==> config.mk <==
export PLATFORM = sky130hd
export DESIGN_NAME = instr_fetch_flat
export DESIGN_NICKNAME = d
export VERILOG_FILES = /design/src/rtl/riscv_pkg.sv /design/src/rtl/instr_fetch_if.sv /design/src/rtl/instr_fetch_pc_reg.sv /design/src/rtl/instr_fetch.sv /design/src/flat_wrapper.sv
export SDC_FILE = /design/constraint.sdc
export NUM_CORES = 1
export LEC_CHECK = 0
export CAP_MARGIN = 20
export CORE_ASPECT_RATIO = 1.4
export CORE_MARGIN = 4
export CORE_UTILIZATION = 40
export CTS_CLUSTER_SIZE = 12
export DETAILED_ROUTE_END_ITERATION = 10
export GPL_ROUTABILITY_DRIVEN = 0
export GPL_TIMING_DRIVEN = 0
export PLACE_DENSITY_LB_ADDON = 0.15
export SKIP_LAST_GASP = 1
export SLEW_MARGIN = 5
export SYNTH_ARGS = -nofsm -noshare
export SYNTH_HDL_FRONTEND = slang
export SYNTH_SLANG_ARGS = --single-unit
==> constraint.sdc <==
create_clock -name clk -period 3.06 [get_ports clk]
set_input_delay 0.612 -clock clk [delete_from_list [all_inputs] [get_ports clk]]
set_output_delay 0.612 -clock clk [all_outputs]
set_load 0.01 [all_outputs]
==> src/rtl/riscv_pkg.sv <==
// rtl/riscv_pkg.sv - shared RISC-V core constants and fetch FSM state type
package riscv_pkg;

    localparam logic [6:0] OPC_R      = 7'b0110011;
    localparam logic [6:0] OPC_LOAD   = 7'b0000011;
    localparam logic [6:0] OPC_STORE  = 7'b0100011;
    localparam logic [6:0] OPC_BRANCH = 7'b1100011;
    localparam logic [6:0] OPC_OP_IMM = 7'b0010011;

    // addi x0,x0,0 presented to decode whenever no instruction is valid
    localparam logic [31:0] NOP_INSTR = 32'h0000_0013;

    typedef enum logic [2:0] {
        S_IDLE,
        S_REQ,
        S_WAIT,
        S_HOLD,
        S_DRAIN
    } fetchState_t;

    function automatic logic [6:0] opcodeOf(input logic [31:0] instr);
        return instr[6:0];
    endfunction

endpackage

==> src/rtl/instr_fetch_if.sv <==
// rtl/instr_fetch_if.sv - fetch stage bus: imem request/response, decode handoff, branch redirect
interface instr_fetch_if;

    logic        imem_req_valid;
    logic [31:0] imem_req_addr;
    logic        imem_req_ready;
    logic        imem_rsp_valid;
    logic [31:0] imem_rsp_data;
    logic        id_valid;
    logic [31:0] id_instr;
    logic [6:0]  id_opcode;
    logic [31:0] id_pc;
    logic        id_ready;
    logic        br_taken;
    logic [31:0] br_target;
    logic        misalign;

    modport master (
        output imem_req_valid, imem_req_addr,
        input  imem_req_ready, imem_rsp_valid, imem_rsp_data,
        output id_valid, id_instr, id_opcode, id_pc,
        input  id_ready, br_taken, br_target,
        output misalign
    );

    modport slave (
        input  imem_req_valid, imem_req_addr,
        output imem_req_ready, imem_rsp_valid, imem_rsp_data,
        input  id_valid, id_instr, id_opcode, id_pc,
        output id_ready, br_taken, br_target,
        input  misalign
    );

endinterface

==> src/rtl/instr_fetch_pc_reg.sv <==
// rtl/instr_fetch_pc_reg.sv - program counter with async reset, +4 increment and redirect mux
module pc_reg #(
    parameter logic [31:0] RESET_PC = 32'h0000_0000
) (
    input  logic        clk,
    input  logic        rst,
    input  logic        load,
    input  logic [31:0] target,
    input  logic        inc,
    output logic [31:0] pc
);

    // Redirect has priority over sequential advance; wraps modulo 2^32
    always_ff @(posedge clk or posedge rst) begin
        if (rst) begin
            pc <= RESET_PC;
        end else if (load) begin
            pc <= target;
        end else if (inc) begin
            pc <= pc + 32'd4;
        end
    end

endmodule

==> src/rtl/instr_fetch.sv <==
// rtl/instr_fetch.sv - instruction fetch stage; INSTR_FETCH_MISALIGN_CHECK_EN enables misaligned branch-target rejection
module instr_fetch #(
    parameter logic [31:0] RESET_PC = 32'h0000_0000
) (
    input  logic          clk,
    input  logic          rst,
    instr_fetch_if.master bus
);
    import riscv_pkg::*;

    fetchState_t state, stateNext;
    logic [31:0] pc, pcTarget;
    logic        pcLoad, pcInc;
    logic        brAct, tgtOk;
    logic        idValid, idValidNext;
    logic [31:0] idInstr, idInstrNext;
    logic [31:0] idPc, idPcNext;
    logic        misalignQ, misalignNext;

    assign brAct = bus.br_taken && (state != S_IDLE);

`ifdef INSTR_FETCH_MISALIGN_CHECK_EN
    assign tgtOk    = (bus.br_target[1:0] == 2'b00);
    assign pcTarget = bus.br_target;
`else
    logic unusedTgtBits;
    assign unusedTgtBits = ^bus.br_target[1:0];
    assign tgtOk         = 1'b1;
    assign pcTarget      = {bus.br_target[31:2], 2'b00};
`endif

    pc_reg #(.RESET_PC(RESET_PC)) u_pc_reg (
        .clk    (clk),
        .rst    (rst),
        .load   (pcLoad),
        .target (pcTarget),
        .inc    (pcInc),
        .pc     (pc)
    );

    always_ff @(posedge clk or posedge rst) begin
        if (rst) begin
            state     <= S_IDLE;
            idValid   <= 1'b0;
            idInstr   <= NOP_INSTR;
            idPc      <= RESET_PC;
            misalignQ <= 1'b0;
        end else begin
            state     <= stateNext;
            idValid   <= idValidNext;
            idInstr   <= idInstrNext;
            idPc      <= idPcNext;
            misalignQ <= misalignNext;
        end
    end

    always_comb begin
        stateNext    = state;
        idValidNext  = idValid;
        idInstrNext  = idInstr;
        idPcNext     = idPc;
        pcLoad       = 1'b0;
        pcInc        = 1'b0;
        misalignNext = 1'b0;

        case (state)
            S_IDLE: stateNext = S_REQ;
            S_REQ: begin
                if (bus.imem_req_ready) stateNext = S_WAIT;
            end
            S_WAIT: begin
                if (bus.imem_rsp_valid) begin
                    stateNext   = S_HOLD;
                    idValidNext = 1'b1;
                    idInstrNext = bus.imem_rsp_data;
                    idPcNext    = pc;
                    pcInc       = 1'b1;
                end
            end
            S_HOLD: begin
                if (bus.id_ready) begin
                    stateNext   = S_REQ;
                    idValidNext = 1'b0;
                    idInstrNext = NOP_INSTR;
                end
            end
            S_DRAIN: begin
                if (bus.imem_rsp_valid) stateNext = S_REQ;
            end
            default: stateNext = S_IDLE;
        endcase

        // A taken branch overrides everything above: flush, redirect, and
        // drain any request the memory has already accepted
        if (brAct) begin
            idValidNext  = 1'b0;
            idInstrNext  = NOP_INSTR;
            idPcNext     = idPc;
            pcInc        = 1'b0;
            pcLoad       = tgtOk;
            misalignNext = !tgtOk;
            case (state)
                S_REQ:   stateNext = bus.imem_req_ready ? S_DRAIN : S_REQ;
                S_WAIT:  stateNext = bus.imem_rsp_valid ? S_REQ : S_DRAIN;
                S_HOLD:  stateNext = S_REQ;
                S_DRAIN: stateNext = bus.imem_rsp_valid ? S_REQ : S_DRAIN;
                default: stateNext = S_REQ;
            endcase
        end
    end

    assign bus.imem_req_valid = (state == S_REQ);
    assign bus.imem_req_addr  = pc;
    assign bus.id_valid       = idValid;
    assign bus.id_instr       = idInstr;
    assign bus.id_opcode      = opcodeOf(idInstr);
    assign bus.id_pc          = idPc;
    assign bus.misalign       = misalignQ;

endmodule

==> src/flat_wrapper.sv <==
// flat-port wrapper written by rule: the top's interface ports become plain ports
module instr_fetch_flat import riscv_pkg::*;
#(
    parameter logic [31:0] RESET_PC = 32'h0000_0000
)
  (clk, rst, bus_imem_req_valid, bus_imem_req_addr, bus_imem_req_ready, bus_imem_rsp_valid, bus_imem_rsp_data, bus_id_valid, bus_id_instr, bus_id_opcode, bus_id_pc, bus_id_ready, bus_br_taken, bus_br_target, bus_misalign);
  instr_fetch_if bus_i ();
  input  logic clk;
  input  logic rst;
  output wire logic [$bits(bus_i.imem_req_valid)-1:0] bus_imem_req_valid;
  output wire logic [$bits(bus_i.imem_req_addr)-1:0] bus_imem_req_addr;
  input wire logic [$bits(bus_i.imem_req_ready)-1:0] bus_imem_req_ready;
  input wire logic [$bits(bus_i.imem_rsp_valid)-1:0] bus_imem_rsp_valid;
  input wire logic [$bits(bus_i.imem_rsp_data)-1:0] bus_imem_rsp_data;
  output wire logic [$bits(bus_i.id_valid)-1:0] bus_id_valid;
  output wire logic [$bits(bus_i.id_instr)-1:0] bus_id_instr;
  output wire logic [$bits(bus_i.id_opcode)-1:0] bus_id_opcode;
  output wire logic [$bits(bus_i.id_pc)-1:0] bus_id_pc;
  input wire logic [$bits(bus_i.id_ready)-1:0] bus_id_ready;
  input wire logic [$bits(bus_i.br_taken)-1:0] bus_br_taken;
  input wire logic [$bits(bus_i.br_target)-1:0] bus_br_target;
  output wire logic [$bits(bus_i.misalign)-1:0] bus_misalign;
  assign bus_imem_req_valid = bus_i.imem_req_valid;
  assign bus_imem_req_addr = bus_i.imem_req_addr;
  assign bus_i.imem_req_ready = bus_imem_req_ready;
  assign bus_i.imem_rsp_valid = bus_imem_rsp_valid;
  assign bus_i.imem_rsp_data = bus_imem_rsp_data;
  assign bus_id_valid = bus_i.id_valid;
  assign bus_id_instr = bus_i.id_instr;
  assign bus_id_opcode = bus_i.id_opcode;
  assign bus_id_pc = bus_i.id_pc;
  assign bus_i.id_ready = bus_id_ready;
  assign bus_i.br_taken = bus_br_taken;
  assign bus_i.br_target = bus_br_target;
  assign bus_misalign = bus_i.misalign;
  instr_fetch #(.RESET_PC(RESET_PC)) u_core (.clk(clk), .rst(rst), .bus(bus_i));
endmodule
==> flow_summary.yaml <==
floorplan:
  die_h_microns: 133
  die-area_sq_mm: 0.0130
  die_w_microns: 97.5
  coreArea_sq_mm: 0.0109
  io_pins: 176
  num_rows: 45
  start_util_pct: 41.0
synthesis:
  synth_compound_area_share_pct: 17.6
  yosys_warnings: 0
  netlist_area_sq_mm: 0.00448
  synth-simple-area-share_pct: 21.2
  synth_cell_type_count: 51
  synth_xor_area_share_pct: 0.781
  synth_edf_count: 0
  synthAdderAreaFrac_pct: 0.279
  syn_inst: 463
  synth_flop_cell: "dfrtp_1"
  yosysMostFrequentCell: "nand2_1"
  yosys-top-cells-count: "nand2_1 (116), dfrtp_1 (93), a22o_1 (29), o21ai_0 (27)"
  ys_ff_latch: 96
  seq_area_frac_synth_pct: 53.7
  syn_area_per_cell_sq_um: 9.68
  synth_top_cell_area_share_pct: 51.9
  synth_top_family_by_area: "simple AND/OR/NAND/NOR gates"
  yosysTopAreaCell: "dfrtp_1"
  synth_async_sr_flop_share_pct: 100
  synth_mux_area_share_pct: 0.223
  synthTopCellsByArea: "dfrtp_1 (52%), nand2_1 (9.7%), a22o_1 (5.7%)"
clock_tree:
  cts_root_buffer: "clkbuf_16"
  clock-sinks: 96
  clk_pin_slew_ns: 0.06
  cts_resized: 0
  htreeDepth: 3
  postCtsHoldBufs: 0
  worstSkewPairLatency_ns: 0.34
  numCtsBuffers: 9
  cts_buffer_depth: 2
  cts_setup_buffers: 0
  cts_tree: "done"
cells_and_area:
  final_nets: 718
  area_delta_synth_final_pct: 49.5
  drive_above_1_share_pct: 8.59
  largest_register_ffs: 32
  antenna_cells: 0
  fin_util_pct: 61.3
routing:
  dr.pass1.iters: 5
  drt-vias-per-instance: 5.23
  drc: 0
  first_iter_violations: 183
  wl_per_cell_microns: 17.2
  vias: 4150
  postRouteAntennaNets: 0
  wl_microns: 13700
timing:
  finalMaxSlewViolations: 0
  final_hold_viol_count: 0
  rsz0062_at_grt: "no"
  tns_ns: 0
  fin_crit_sh_pct: 83.3
  slew_headroom_pct: 47.7
  finalCriticalPeriod_ns: 2.55
  fmax_ghz: 0.392
  skew_ns: 0.0108
  worst_pin_slew_ns: 0.778
  setup-violations-final: 0
critical_path:
  critical-path-top-delay-family: "buffers and inverters"
  setup.worst_path.start_class: "primary input"
  max_stage_delay_ns: 0.59
  path_common_cell: "nand2_1"
  critPathBufInv: 3
  worstPathRequired_ns: 3.33
  cp_max_fo: 10
  path_cells: "clkdlybuf4s50_1, nand2_1, nor4_2, clkbuf_1, buf_2, nand2_1, nand2_1"
  worstPathArrival_ns: 2.82
  cp-end-kind: "register"
  crit_slowest_cell: "nor4_2"
  critical_path_class: "in2reg"
global_route:
  grt.overflow.total: 0
  grt_max_degree: 39
  grt_pass1_wl_microns: 22000
  grt_pass1_vias: 4342
  grt.total_usage_pct: 21.1
  antenna_found_initial: 0
placed_design:
  buffer_ports.inserted: 167
  dp_hpwl_microns: 10300
pwr:
  combPwrFrac_pct: 38.9
  p_sw_w: 0.00191
  swShare_pct: 35.3
  p_int_w: 0.00349
  p_per_area_mw_per_mm2: 805
  seq_power_share_pct: 39.6
  ir_drop_mv: 0.310
  p_clk_share_pct: 21.5
  p_leak_nw: 3.02
hold_path:
  hold_path.class: "reg2reg"
run_status:
  status: "finished, final reports clean"
job:
  maxCapViolations: 0
==> worst min-delay path, cell delays in order, from the launching register on <==
cell and delay, ns:
dfrtp_1 0.34, nand2_1 0.05, nand2_1 0.05
==> metal layers <==
layer / up-vias / part of all wire (%) / GRT usage, % / wire length (microns)
met2: 168 / 51 / 36.2 / 6930
met1: 1963 / 40 / 25.3 / 5440
li1: 1998 / - / - / -
met5: - / 0 / 0 / 0
met3: 21 / 7.2 / 5.45 / 986
met4: 0 / 2.2 / 7.93 / 301
==> layout make-up <==
cell class,instances,area [sq um]
tap,141,176
fill,937,4220
clock inverter,3,40.0
buffer,45,250
multi-input combinational,319,1820
inverter,7,30.0
sequential,96,2410
clock buffer,13,270
timing repair buffer,169,1710
==> stage by stage <==
stage	area, sq um	cells	power, W	setup WS [ns]	hold WS [ns]
after detailed placement	6390	777	0.00427	0.133	0.462
after floorplan	4500	467	0.00302	1.08	0.472
after CTS	6700	793	0.00544	0.492	0.461
after global routing	6700	793	0.00573	0.329	0.479
after global placement	6350	775	0.00421	0.134	0.457
final	6700	793	0.00539	0.510	0.471
==> worst paths after layout <==
| path | start | endpoint | slack (ns) | depth (start not counted) |
|---|---|---|---|---|
| worst max-delay path | bus_imem_rsp_valid | u_core.bus.id_pc[13] | 0.51 | 7 |
| worst min-delay path | u_core.bus.id_pc[3] | u_core.bus.id_pc[3] | 0.47 | 2 |
| worst max register to register | u_core.state[2] | u_core.bus.id_pc[13] | 0.86 | 5 |
| worst min register to register | u_core.bus.id_pc[3] | u_core.bus.id_pc[3] | 0.47 | 2 |
| max in group asynchronous | rst | u_core.bus.id_instr[0] | 1.55 | 4 |
| min in group asynchronous | rst | u_core.bus.id_instr[9] | 0.64 | 2 |
==> logic make-up (layout without fill, tap and decap cells) <==
logic type      after synthesis  after routing
other cells                   1              5
xor+xnor                      4              4
flops                        96             96
fa+ha+maj                     1              1
simple gates                197            197
buf+inv                      52            237
mux                           1              1
compound gates              111            111
==> power groups by stage <==
stage                     Sequential (W)  Combinational (W)  Clock [W]
after floorplan                  0.00223           0.000786          0
after global placement           0.00213            0.00208          0
after detailed placement         0.00215            0.00212          0
after CTS                        0.00213            0.00213    0.00118
after global routing             0.00221            0.00228    0.00124
final                            0.00214            0.00210    0.00116
==> placed cells by master (no fill, tap or decap), drive strengths merged, types with 2 or more instances in the layout <==
| cell | Yosys | layout |
|---|---|---|
| a21o | 2 | 2 |
| a22o | 29 | 29 |
| nor3 | 9 | 9 |
| clkbuf | 18 | 31 |
| a221o | 4 | 4 |
| or4 | 2 | 2 |
| nor2 | 18 | 18 |
| nor3b | 2 | 2 |
| nand3 | 15 | 15 |
| dfstp | 3 | 3 |
| a21oi | 14 | 14 |
| buf | 27 | 29 |
| nand4 | 13 | 13 |
| clkdlybuf4s50 | 0 | 167 |
| nor4 | 5 | 5 |
| inv | 7 | 6 |
| nand2 | 116 | 116 |
| conb | 1 | 5 |
| o21ai | 27 | 27 |
| and3 | 5 | 5 |
| o211a | 3 | 3 |
| a31oi | 7 | 7 |
| and2 | 6 | 6 |
| o311ai | 4 | 4 |
| o211ai | 7 | 7 |
| clkinv | 0 | 2 |
| dfrtp | 93 | 93 |
| or3 | 2 | 2 |
| xor2 | 4 | 4 |
| a22oi | 6 | 6 |
| and4 | 2 | 2 |
Power figures use the tool's default switching activity.
